File: src/rtl/mem_port_arbiter_pkg.sv
// Shared encodings for the fetch/load-store memory port arbiter.
// Used by the arbiter top, its grant picker, and anything observing the bus.
package mem_port_arbiter_pkg;

  typedef enum logic [1:0] {
    ARB_IDLE = 2'd0,
    ARB_ADDR = 2'd1,
    ARB_DATA = 2'd2
  } arbState_e;

  typedef enum logic {
    OWN_INST = 1'b0,
    OWN_DATA = 1'b1
  } owner_e;

  localparam logic [1:0] SIZE_BYTE = 2'd0;
  localparam logic [1:0] SIZE_HALF = 2'd1;
  localparam logic [1:0] SIZE_WORD = 2'd2;

  localparam logic [3:0] STARVE_SAT = 4'd15;

  function automatic logic [3:0] satInc(input logic [3:0] cnt);
    return (cnt == STARVE_SAT) ? cnt : cnt + 4'd1;
  endfunction

endpackage

File: src/rtl/mem_port_arbiter_if.sv
// Pipeline-side fetch/load-store ports plus the shared SRAM-like bus.
// master = arbiter view, slave = datapath/bus-bridge view.
interface mem_port_arbiter_if #(
  parameter int AW = 32,
  parameter int DW = 32
);
  logic          inst_req;
  logic [AW-1:0] inst_addr;
  logic [DW-1:0] inst_rdata;
  logic          inst_done;

  logic          data_req;
  logic          data_wr;
  logic [1:0]    data_size;
  logic [AW-1:0] data_addr;
  logic [DW-1:0] data_wdata;
  logic [DW-1:0] data_rdata;
  logic          data_done;

  logic          bus_req;
  logic          bus_wr;
  logic [1:0]    bus_size;
  logic [AW-1:0] bus_addr;
  logic [DW-1:0] bus_wdata;
  logic          bus_addr_ok;
  logic          bus_data_ok;
  logic [DW-1:0] bus_rdata;

  logic          stall_req;

  modport master (
    input  inst_req, inst_addr,
    input  data_req, data_wr, data_size, data_addr, data_wdata,
    input  bus_addr_ok, bus_data_ok, bus_rdata,
    output inst_rdata, inst_done, data_rdata, data_done,
    output bus_req, bus_wr, bus_size, bus_addr, bus_wdata,
    output stall_req
  );

  modport slave (
    output inst_req, inst_addr,
    output data_req, data_wr, data_size, data_addr, data_wdata,
    output bus_addr_ok, bus_data_ok, bus_rdata,
    input  inst_rdata, inst_done, data_rdata, data_done,
    input  bus_req, bus_wr, bus_size, bus_addr, bus_wdata,
    input  stall_req
  );

endinterface

File: src/rtl/mem_port_arbiter_arb_pick.sv
// Combinational grant choice between fetch and load/store; zero latency, no state.
// Data wins unless a fetch has waited through STARVE_MAX consecutive data grants.
module arb_pick
  import mem_port_arbiter_pkg::*;
#(
  parameter int STARVE_MAX = 3
) (
  input  logic       instReq,
  input  logic       dataReq,
  input  logic [3:0] starveCnt,
  output logic       grantValid,
  output owner_e     grantOwner
);

  localparam logic [3:0] LIMIT = 4'(STARVE_MAX);

  always_comb begin
    grantValid = instReq | dataReq;
    grantOwner = (dataReq && (!instReq || (starveCnt < LIMIT))) ? OWN_DATA : OWN_INST;
  end

endmodule

File: src/rtl/mem_port_arbiter.sv
// Shares one SRAM-like bus between fetch and load/store; one transaction in flight,
// min 3 cycles (grant, addr_ok, data_ok); done/rdata pass through combinationally on data_ok.
module mem_port_arbiter
  import mem_port_arbiter_pkg::*;
#(
  parameter int AW         = 32,
  parameter int DW         = 32,
  parameter int STARVE_MAX = 3
) (
  input logic                clk,
  input logic                rst_n,
  mem_port_arbiter_if.master ifc
);

  arbState_e     state, stateNext;
  owner_e        owner, grantOwner;
  logic          grantValid;
  logic          grantTake;
  logic          finish;
  logic          ownerReq;
  logic          abandoned;
  logic          instDone, dataDone;
  logic [3:0]    starveCnt;
  logic [AW-1:0] regAddr;
  logic [DW-1:0] regWdata;
  logic          regWr;
  logic [1:0]    regSize;

  arb_pick #(.STARVE_MAX(STARVE_MAX)) uPick (
    .instReq    (ifc.inst_req),
    .dataReq    (ifc.data_req),
    .starveCnt  (starveCnt),
    .grantValid (grantValid),
    .grantOwner (grantOwner)
  );

  assign grantTake = (state == ARB_IDLE) && grantValid;
  assign finish    = (state == ARB_DATA) && ifc.bus_data_ok;
  assign ownerReq  = (owner == OWN_INST) ? ifc.inst_req : ifc.data_req;

  always_ff @(posedge clk or negedge rst_n) begin
    if (!rst_n) state <= ARB_IDLE;
    else        state <= stateNext;
  end

  always_comb begin
    stateNext = state;
    unique case (state)
      ARB_IDLE: if (grantValid)      stateNext = ARB_ADDR;
      ARB_ADDR: if (ifc.bus_addr_ok) stateNext = ARB_DATA;
      ARB_DATA: if (ifc.bus_data_ok) stateNext = ARB_IDLE;
      default:                       stateNext = ARB_IDLE;
    endcase
  end

  // Bus fields are frozen at grant so requester changes during ADDR cannot leak onto the bus.
  always_ff @(posedge clk or negedge rst_n) begin
    if (!rst_n) begin
      owner     <= OWN_INST;
      starveCnt <= '0;
      regAddr   <= '0;
      regWdata  <= '0;
      regWr     <= 1'b0;
      regSize   <= '0;
      abandoned <= 1'b0;
    end else if (grantTake) begin
      owner     <= grantOwner;
      abandoned <= 1'b0;
      if (grantOwner == OWN_DATA) begin
        regAddr   <= ifc.data_addr;
        regWdata  <= ifc.data_wdata;
        regWr     <= ifc.data_wr;
        regSize   <= ifc.data_size;
        starveCnt <= ifc.inst_req ? satInc(starveCnt) : '0;
      end else begin
        regAddr   <= ifc.inst_addr;
        regWdata  <= '0;
        regWr     <= 1'b0;
        regSize   <= SIZE_WORD;
        starveCnt <= '0;
      end
    end else if ((state != ARB_IDLE) && !ownerReq) begin
      // A flushed requester must not see a done even if it re-requests before data_ok.
      abandoned <= 1'b1;
    end
  end

  always_comb begin
    instDone = finish && (owner == OWN_INST) && ifc.inst_req && !abandoned;
    dataDone = finish && (owner == OWN_DATA) && ifc.data_req && !abandoned;

    ifc.bus_req    = (state == ARB_ADDR);
    ifc.bus_wr     = regWr;
    ifc.bus_size   = regSize;
    ifc.bus_addr   = regAddr;
    ifc.bus_wdata  = regWdata;

    ifc.inst_done  = instDone;
    ifc.data_done  = dataDone;
    ifc.inst_rdata = instDone ? ifc.bus_rdata : '0;
    ifc.data_rdata = dataDone ? ifc.bus_rdata : '0;

    ifc.stall_req  = rst_n && ((ifc.inst_req && !instDone) || (ifc.data_req && !dataDone));
  end

endmodule
File: src/flat_wrapper.sv
// flat-port wrapper written by rule: the top's interface ports become plain ports
module mem_port_arbiter_flat import mem_port_arbiter_pkg::*;
#(
  parameter int AW         = 32,
  parameter int DW         = 32,
  parameter int STARVE_MAX = 3
)
  (clk, rst_n, ifc_inst_req, ifc_inst_addr, ifc_data_req, ifc_data_wr, ifc_data_size, ifc_data_addr, ifc_data_wdata, ifc_bus_addr_ok, ifc_bus_data_ok, ifc_bus_rdata, ifc_inst_rdata, ifc_inst_done, ifc_data_rdata, ifc_data_done, ifc_bus_req, ifc_bus_wr, ifc_bus_size, ifc_bus_addr, ifc_bus_wdata, ifc_stall_req);
  mem_port_arbiter_if #(.AW(AW), .DW(DW)) ifc_i ();
  input logic clk;
  input logic rst_n;
  input wire logic [$bits(ifc_i.inst_req)-1:0] ifc_inst_req;
  input wire logic [$bits(ifc_i.inst_addr)-1:0] ifc_inst_addr;
  input wire logic [$bits(ifc_i.data_req)-1:0] ifc_data_req;
  input wire logic [$bits(ifc_i.data_wr)-1:0] ifc_data_wr;
  input wire logic [$bits(ifc_i.data_size)-1:0] ifc_data_size;
  input wire logic [$bits(ifc_i.data_addr)-1:0] ifc_data_addr;
  input wire logic [$bits(ifc_i.data_wdata)-1:0] ifc_data_wdata;
  input wire logic [$bits(ifc_i.bus_addr_ok)-1:0] ifc_bus_addr_ok;
  input wire logic [$bits(ifc_i.bus_data_ok)-1:0] ifc_bus_data_ok;
  input wire logic [$bits(ifc_i.bus_rdata)-1:0] ifc_bus_rdata;
  output wire logic [$bits(ifc_i.inst_rdata)-1:0] ifc_inst_rdata;
  output wire logic [$bits(ifc_i.inst_done)-1:0] ifc_inst_done;
  output wire logic [$bits(ifc_i.data_rdata)-1:0] ifc_data_rdata;
  output wire logic [$bits(ifc_i.data_done)-1:0] ifc_data_done;
  output wire logic [$bits(ifc_i.bus_req)-1:0] ifc_bus_req;
  output wire logic [$bits(ifc_i.bus_wr)-1:0] ifc_bus_wr;
  output wire logic [$bits(ifc_i.bus_size)-1:0] ifc_bus_size;
  output wire logic [$bits(ifc_i.bus_addr)-1:0] ifc_bus_addr;
  output wire logic [$bits(ifc_i.bus_wdata)-1:0] ifc_bus_wdata;
  output wire logic [$bits(ifc_i.stall_req)-1:0] ifc_stall_req;
  assign ifc_i.inst_req = ifc_inst_req;
  assign ifc_i.inst_addr = ifc_inst_addr;
  assign ifc_i.data_req = ifc_data_req;
  assign ifc_i.data_wr = ifc_data_wr;
  assign ifc_i.data_size = ifc_data_size;
  assign ifc_i.data_addr = ifc_data_addr;
  assign ifc_i.data_wdata = ifc_data_wdata;
  assign ifc_i.bus_addr_ok = ifc_bus_addr_ok;
  assign ifc_i.bus_data_ok = ifc_bus_data_ok;
  assign ifc_i.bus_rdata = ifc_bus_rdata;
  assign ifc_inst_rdata = ifc_i.inst_rdata;
  assign ifc_inst_done = ifc_i.inst_done;
  assign ifc_data_rdata = ifc_i.data_rdata;
  assign ifc_data_done = ifc_i.data_done;
  assign ifc_bus_req = ifc_i.bus_req;
  assign ifc_bus_wr = ifc_i.bus_wr;
  assign ifc_bus_size = ifc_i.bus_size;
  assign ifc_bus_addr = ifc_i.bus_addr;
  assign ifc_bus_wdata = ifc_i.bus_wdata;
  assign ifc_stall_req = ifc_i.stall_req;
  mem_port_arbiter #(.AW(AW), .DW(DW), .STARVE_MAX(STARVE_MAX)) u_core (.clk(clk), .rst_n(rst_n), .ifc(ifc_i));
endmodule
File: config.mk
export PLATFORM = sky130hd
export DESIGN_NAME = mem_port_arbiter_flat
export DESIGN_NICKNAME = d
export VERILOG_FILES = /design/src/rtl/mem_port_arbiter_pkg.sv /design/src/rtl/mem_port_arbiter_if.sv /design/src/rtl/mem_port_arbiter_arb_pick.sv /design/src/rtl/mem_port_arbiter.sv /design/src/flat_wrapper.sv
export SDC_FILE = /design/constraint.sdc
export NUM_CORES = 1
export LEC_CHECK = 0
export ABC_AREA = 1
export BUFFER_PORTS_ARGS = -buffer_cell sky130_fd_sc_hd__buf_2
export CORE_AREA = 2 2 104 106
export CTS_BUF_LIST = sky130_fd_sc_hd__clkbuf_8
export CTS_CLUSTER_SIZE = 8
export DETAILED_ROUTE_END_ITERATION = 8
export DIE_AREA = 0 0 106 108
export GPL_ROUTABILITY_DRIVEN = 1
export GPL_TIMING_DRIVEN = 0
export HOLD_SLACK_MARGIN = 0.12
export MAX_ROUTING_LAYER = met4
export PLACE_DENSITY = 0.82
export SYNTH_ARGS = -nofsm -noshare
export SYNTH_HDL_FRONTEND = slang
export SYNTH_SLANG_ARGS = --single-unit
File: constraint.sdc
create_clock -name clk -period 4.4 [get_ports clk]
set_input_delay 0.88 -clock clk [delete_from_list [all_inputs] [get_ports clk]]
set_output_delay 0.88 -clock clk [all_outputs]
set_load 0.1 [all_outputs]
## After elaboration in Yosys (flattened, before gate mapping)

Cells that the tools add are included.

| word-level totals | value |
|---|---|
| flip-flop bits (word level) | 75 |
| bits of input ports | 137 |
| output and inout port bits | 135 |
| logic and storage cells | 61 |

| operators by class | value |
|---|---|
| add/subtract/negate cells | 1 |
| $lt $le $gt $ge | 1 |
| equality and inequality tests | 7 |
| muxes and demuxes | 17 |
| bitwise logic cells | 2 |
| reduce and logical (&&, ||, !) cells | 25 |

Operators with widths:

| kind | count |
|---|---|
| $mux 32 | 4 |
| $logic_and 1x1->1 | 13 |
| $mux 4 | 3 |
| $mux 2 | 4 |
| $pmux 2 s3 | 1 |
| $logic_not 1->1 | 5 |
| $mux 1 | 5 |
| $add 4x1->4 const B | 1 |
| $eq 4x4->1 const B | 1 |
| $lt 4x2->1 const B | 1 |
| $ne 2x2->1 const B | 2 |
| $reduce_bool 2->1 | 2 |
| $ne 3x3->1 const B | 1 |
| $reduce_and 3->1 | 1 |
| $eq 2x1->1 const B | 1 |
| $eq 2x2->1 const B | 1 |
| $logic_not 2->1 | 1 |
| $logic_or 1x1->1 | 2 |
| $ne 2x1->1 const B | 1 |
| $reduce_and 2->1 | 1 |
| $not 1->1 | 1 |
| $or 1x1->1 | 1 |

## Longest topological paths before layout

| depth | value |
|---|---|
| depth after elaboration | 9 |
| mapped depth | 8 |

## Cells and area by module

A second synthesis with hierarchy kept.

| unflattened totals | value |
|---|---|
| cells, all modules | 495 |
| area total of the unflattened synthesis | 3774.9 um^2 |

Modules (own cells, without submodules):

| module | times used | cells an instance | area an instance (um^2) | seq. area each (um^2) |
|---|---|---|---|---|
| mem_port_arbiter | 1 | 489 | 3744.8 | 1876.8 |
| arb_pick | 1 | 6 | 30.0 | 0.0 |

## Worst setup path after synthesis

No wires, ideal clock.

| path | value |
|---|---|
| path type | in2out |
| from | in ifc_bus_data_ok |
| to | out ifc_stall_req |
| arrival time | 3369 ps |
| data required time | 3520 ps |
| setup slack | 151 ps |
| stages on the path | 5 |
| buffers on the path | 0 |
| cell sequence | inv_1 -> nor2_1 -> nand3b_1 -> nand2_1 -> a21boi_0 |

| on the way | value |
|---|---|
| word-level cells in the longest chain between the ends | 8 |

Ends and longest elaborated chain:

| item | line | text |
|---|---|---|
| start, declared | flat_wrapper.sv:20 | `input wire logic [$bits(ifc_i.bus_data_ok)-1:0] ifc_bus_data_ok;` |
| $logic_and 1x1->1 (*) | mem_port_arbiter.sv:38 | `assign finish = (state == ARB_DATA) && ifc.bus_data_ok;` |
| $logic_and 1x1->1 (on tied branches) (3 in series) | mem_port_arbiter.sv:89, mem_port_arbiter.sv:90 |  |
| $logic_not 1->1 | mem_port_arbiter.sv:103 | `ifc.stall_req = rst_n && ((ifc.inst_req && !instDone) \|\| (ifc.data_req && !dataDone));` |
| $logic_and 1x1->1 | mem_port_arbiter.sv:103 |  |
| $logic_or 1x1->1 (*) | mem_port_arbiter.sv:103 |  |
| $logic_and 1x1->1 (*) | mem_port_arbiter.sv:103 |  |
| end, declared | flat_wrapper.sv:31 | `output wire logic [$bits(ifc_i.stall_req)-1:0] ifc_stall_req;` |

Every way passes the cells marked *; elsewhere a longest branch is shown, timed or not.

## Worst setup path in the final report

| path | value |
|---|---|
| from | in ifc_bus_data_ok |
| to | out ifc_inst_rdata[12] |

| on the way | value |
|---|---|
| word-level cells in the longest chain between the ends | 5 |

Ends and longest elaborated chain:

| item | line | text |
|---|---|---|
| $logic_and 1x1->1 | mem_port_arbiter.sv:38 |  |
| $logic_and 1x1->1 (3 in series) | mem_port_arbiter.sv:89 | `instDone = finish && (owner == OWN_INST) && ifc.inst_req && !abandoned;` |
| $mux 32 | mem_port_arbiter.sv:100 | `ifc.inst_rdata = instDone ? ifc.bus_rdata : '0;` |
| end, declared | flat_wrapper.sv:22 | `output wire logic [$bits(ifc_i.inst_rdata)-1:0] ifc_inst_rdata;` |

No other way between the ends.

==> results.sh <==
export IMPL_place_congestion=0.861
export IMPL_synth_warnings=0
export IMPL_cts_root_buf="clkbuf_8"
export IMPL_io_buffers=271
export IMPL_switching_share_pct=64.3
export IMPL_p_seq_share_pct=22.7
export IMPL_postCtsHoldBufs=0
export IMPL_ys_top_cells_by_area="dfrtp_1 (47%), nand2_1 (14%), nand3_1 (13%), nor2_1 (7.1%), inv_1 (7.0%)"
export IMPL_timing_fmax_ghz=0.310
export IMPL_dr_wl_met3_um=1100
export IMPL_cts_sinks=75
export IMPL_cp_end_kind="primary output"
export IMPL_synth_flop_cell="dfrtp_1"
export IMPL_chipHeight_um=108
export IMPL_netlist_area_um2=3990
export IMPL_drc=0
export IMPL_synth_top_cell_area_share_pct=47.0
export IMPL_synth_common_cells="nand2_1 (145), nand3_1 (101), nor2_1 (76), dfrtp_1 (75), inv_1 (74)"
export IMPL_syn_mean_instance_area_um2=7.19
export IMPL_wl_met2_um=6750
export IMPL_synth_edff_count=0
export IMPL_report_final_hold_viol_count=0
export IMPL_drive_above_1_share_pct=36.5
export IMPL_n_fill_cell=1005
export IMPL_hold_path_class="in -> async"
export IMPL_grt_ovfl_total=0
export IMPL_max_slew_margin_pct=60.4
export IMPL_syn_nets=693
export IMPL_critPathMaxStageDelay_ns=0.45
export IMPL_ctsResizeCount=0
export IMPL_clkPwrFrac_pct=11.4
export IMPL_status="complete, no violations"
export IMPL_arrival_ns=2.34
export IMPL_wl_per_cell_um=13.9
export IMPL_setup_viol=0
export IMPL_final_nets=976
export IMPL_power_internal_mw=1.84
export IMPL_core_um2=10200
export IMPL_critical_path_class="in -> out"
export IMPL_critPathMaxFanout=10
export IMPL_pin_count=272
export IMPL_synth_area_leader_cell="dfrtp_1"
export IMPL_maxCapViolCount=0
export IMPL_skew_ns=0.0129
export IMPL_ys_seq_area_share_pct=47.0
export IMPL_rsz0062_at_grt="false"
export IMPL_dieArea_um2=11400
export IMPL_critical_path_startpoint_type="input port"
export IMPL_min_period_ns=3.22
export IMPL_wl_met1_um=5440
export IMPL_cts_setup_buffers=0
export IMPL_num_vias=4653
export IMPL_grt_pass1_wl_um=21300
export IMPL_grt_max_degree=41
export IMPL_htree_num_levels=3
export IMPL_grt_total_usage_pct=24.5
export IMPL_place_hpwl_um=10500
export IMPL_rows=37
export IMPL_yosysUniqueCellTypes=20
export IMPL_drt_wl_total_um=13700
export IMPL_dr_pass1_iters=7
export IMPL_ir_drop_v=0.000571
export IMPL_crit_slowest_cell="buf_2"
export IMPL_synthCells=555
export IMPL_pwr_density_cell_nw_per_um2=893
export IMPL_start_util_pct=39.0
export IMPL_async_flop_share_pct=100
export IMPL_clkTransAtPathRegs_ns=0.08
export IMPL_finalCritPeriodShare_pct=73.2
export IMPL_syn2layout_area_growth_pct=44.5
export IMPL_power_share_combinational_pct=65.9
export IMPL_highest_layer="met4"
export IMPL_power_mw=5.15
export IMPL_clk_latency_ns=0.35
export IMPL_ys_ff_latch=75
export IMPL_antenna_found_initial=3
export IMPL_finalMaxSlewViolations=0
export IMPL_cts_tree="done"
export IMPL_die_w_um=106
export IMPL_required_ns=3.52
export IMPL_clock_path_buffers=2
export IMPL_p_leak_nw=3.67
export IMPL_routed_via_density=4.74
export IMPL_grt_pass1_vias=4398
export IMPL_path_cells="buf_2, inv_1, nor2_1, nand4_1, clkbuf_1, nor2_1, buf_2"
export IMPL_switchingPower_mw=3.31
export IMPL_yosysMostFrequentCell="nand2_1"
export IMPL_cts_buffers=9
export IMPL_worst_pin_slew_ns=0.590
export IMPL_antenna_left=0
export IMPL_initialDrtViolationCount=273
export IMPL_setup_tns_ns=0
kinds of logic (layout without fill, tap and decap cells):
logic type      after synthesis  after routing  share of synthesized area [%]
simple gates                359            359                           40.3
buf+inv                     112            400                           11.1
flops                        75             75                           47.0
compound gates                8              8                           1.29
fa+ha+maj                     1              1                          0.313
other cells                   0              3                              0
placed cells by master (no fill, tap or decap), types with 2 or more instances in the layout:
cell type  synthesis  routed
buf_4              1       2
clkbuf_1          20      20
nand2_1          145     145
o21ai_0            3       3
inv_1             74      75
diode_2            0       3
dfrtp_1           75      75
inv_2              2       2
bufinv_16          0       2
nand3b_1          33      33
buf_2             15     285
nand4_1            2       2
nor2_1            76      76
nand3_1          101     101
clkbuf_8           0       9
clkinv_4           0       2
layout make-up:
| class | count | area (µm²) | area share, % |
|---|---|---|---|
| Clock inverter | 7 | 93.8 | 1.63 |
| Buffer | 36 | 158 | 2.73 |
| Timing Repair Buffer | 272 | 1380 | 23.9 |
| Multi-Input combinational cell | 368 | 1670 | 29.0 |
| Sequential cell | 75 | 1880 | 32.6 |
| Inverter | 76 | 285 | 4.95 |
| Antenna cell | 3 | 7.51 | 0.130 |
| Tap cell | 136 | 170 | 2.95 |
| Clock buffer | 9 | 124 | 2.15 |
per-layer routing:
metal  track usage [%]  vias to the layer above
met3              6.03                       34
li1                  -                     2283
met5                 -                        -
met2              42.1                      211
met1              27.6                     2125
met4              9.77                        0
through the flow:
stage	hold WS (ns)	instances	setup slack [ns]	util, %	cell area (µm²)
finish	0.480	982	1.18	56.4	5770
global route	0.493	982	1.06	56.4	5770
CTS	0.482	979	1.14	56.3	5760
detailed placement	0.461	963	1.14	54.2	5540
global placement	0.458	962	0.416	53.9	5520
floorplan	0.453	555	0.151	-	3990
state kept, by name (all words and copies together), names as in the netlist:
name	flops
u_core.owner	1
u_core.ifc.bus_addr	32
u_core.ifc.bus_size	2
u_core.ifc.bus_wdata	32
u_core.ifc.bus_wr	1
u_core.state	2
u_core.abandoned	1
u_core.starveCnt	4
power by group through the flow:
stage / Combinational (mW) / Clock [mW] / Sequential, mW
after floorplan: 0.773 / 0 / 3.17
after global placement: 3.38 / 0 / 1.17
after detailed placement: 3.41 / 0 / 1.17
after CTS: 3.41 / 0.596 / 1.17
after global routing: 3.56 / 0.627 / 1.20
final: 3.39 / 0.588 / 1.17
final timing paths:
check,cells after the start,from,endpoint,slack [ns]
max reg2reg,6,u_core.starveCnt[0],u_core.ifc.bus_addr[31],2.46
min,1,rst_n,u_core.ifc.bus_addr[18],0.48
max in group asynchronous,2,rst_n,u_core.ifc.bus_wdata[17],3.32
max,7,ifc_bus_data_ok,ifc_inst_rdata[12],1.18
min reg2reg,2,u_core.ifc.bus_wdata[3],u_core.ifc.bus_wdata[3],0.48
min in group clk,2,u_core.ifc.bus_wdata[3],u_core.ifc.bus_wdata[3],0.48
worst max-delay path: cells and delay by family:
family	cells	cell delay, ns
buf+inv	4	0.87
simple gates	3	0.58
Power figures use the tool's default switching activity.
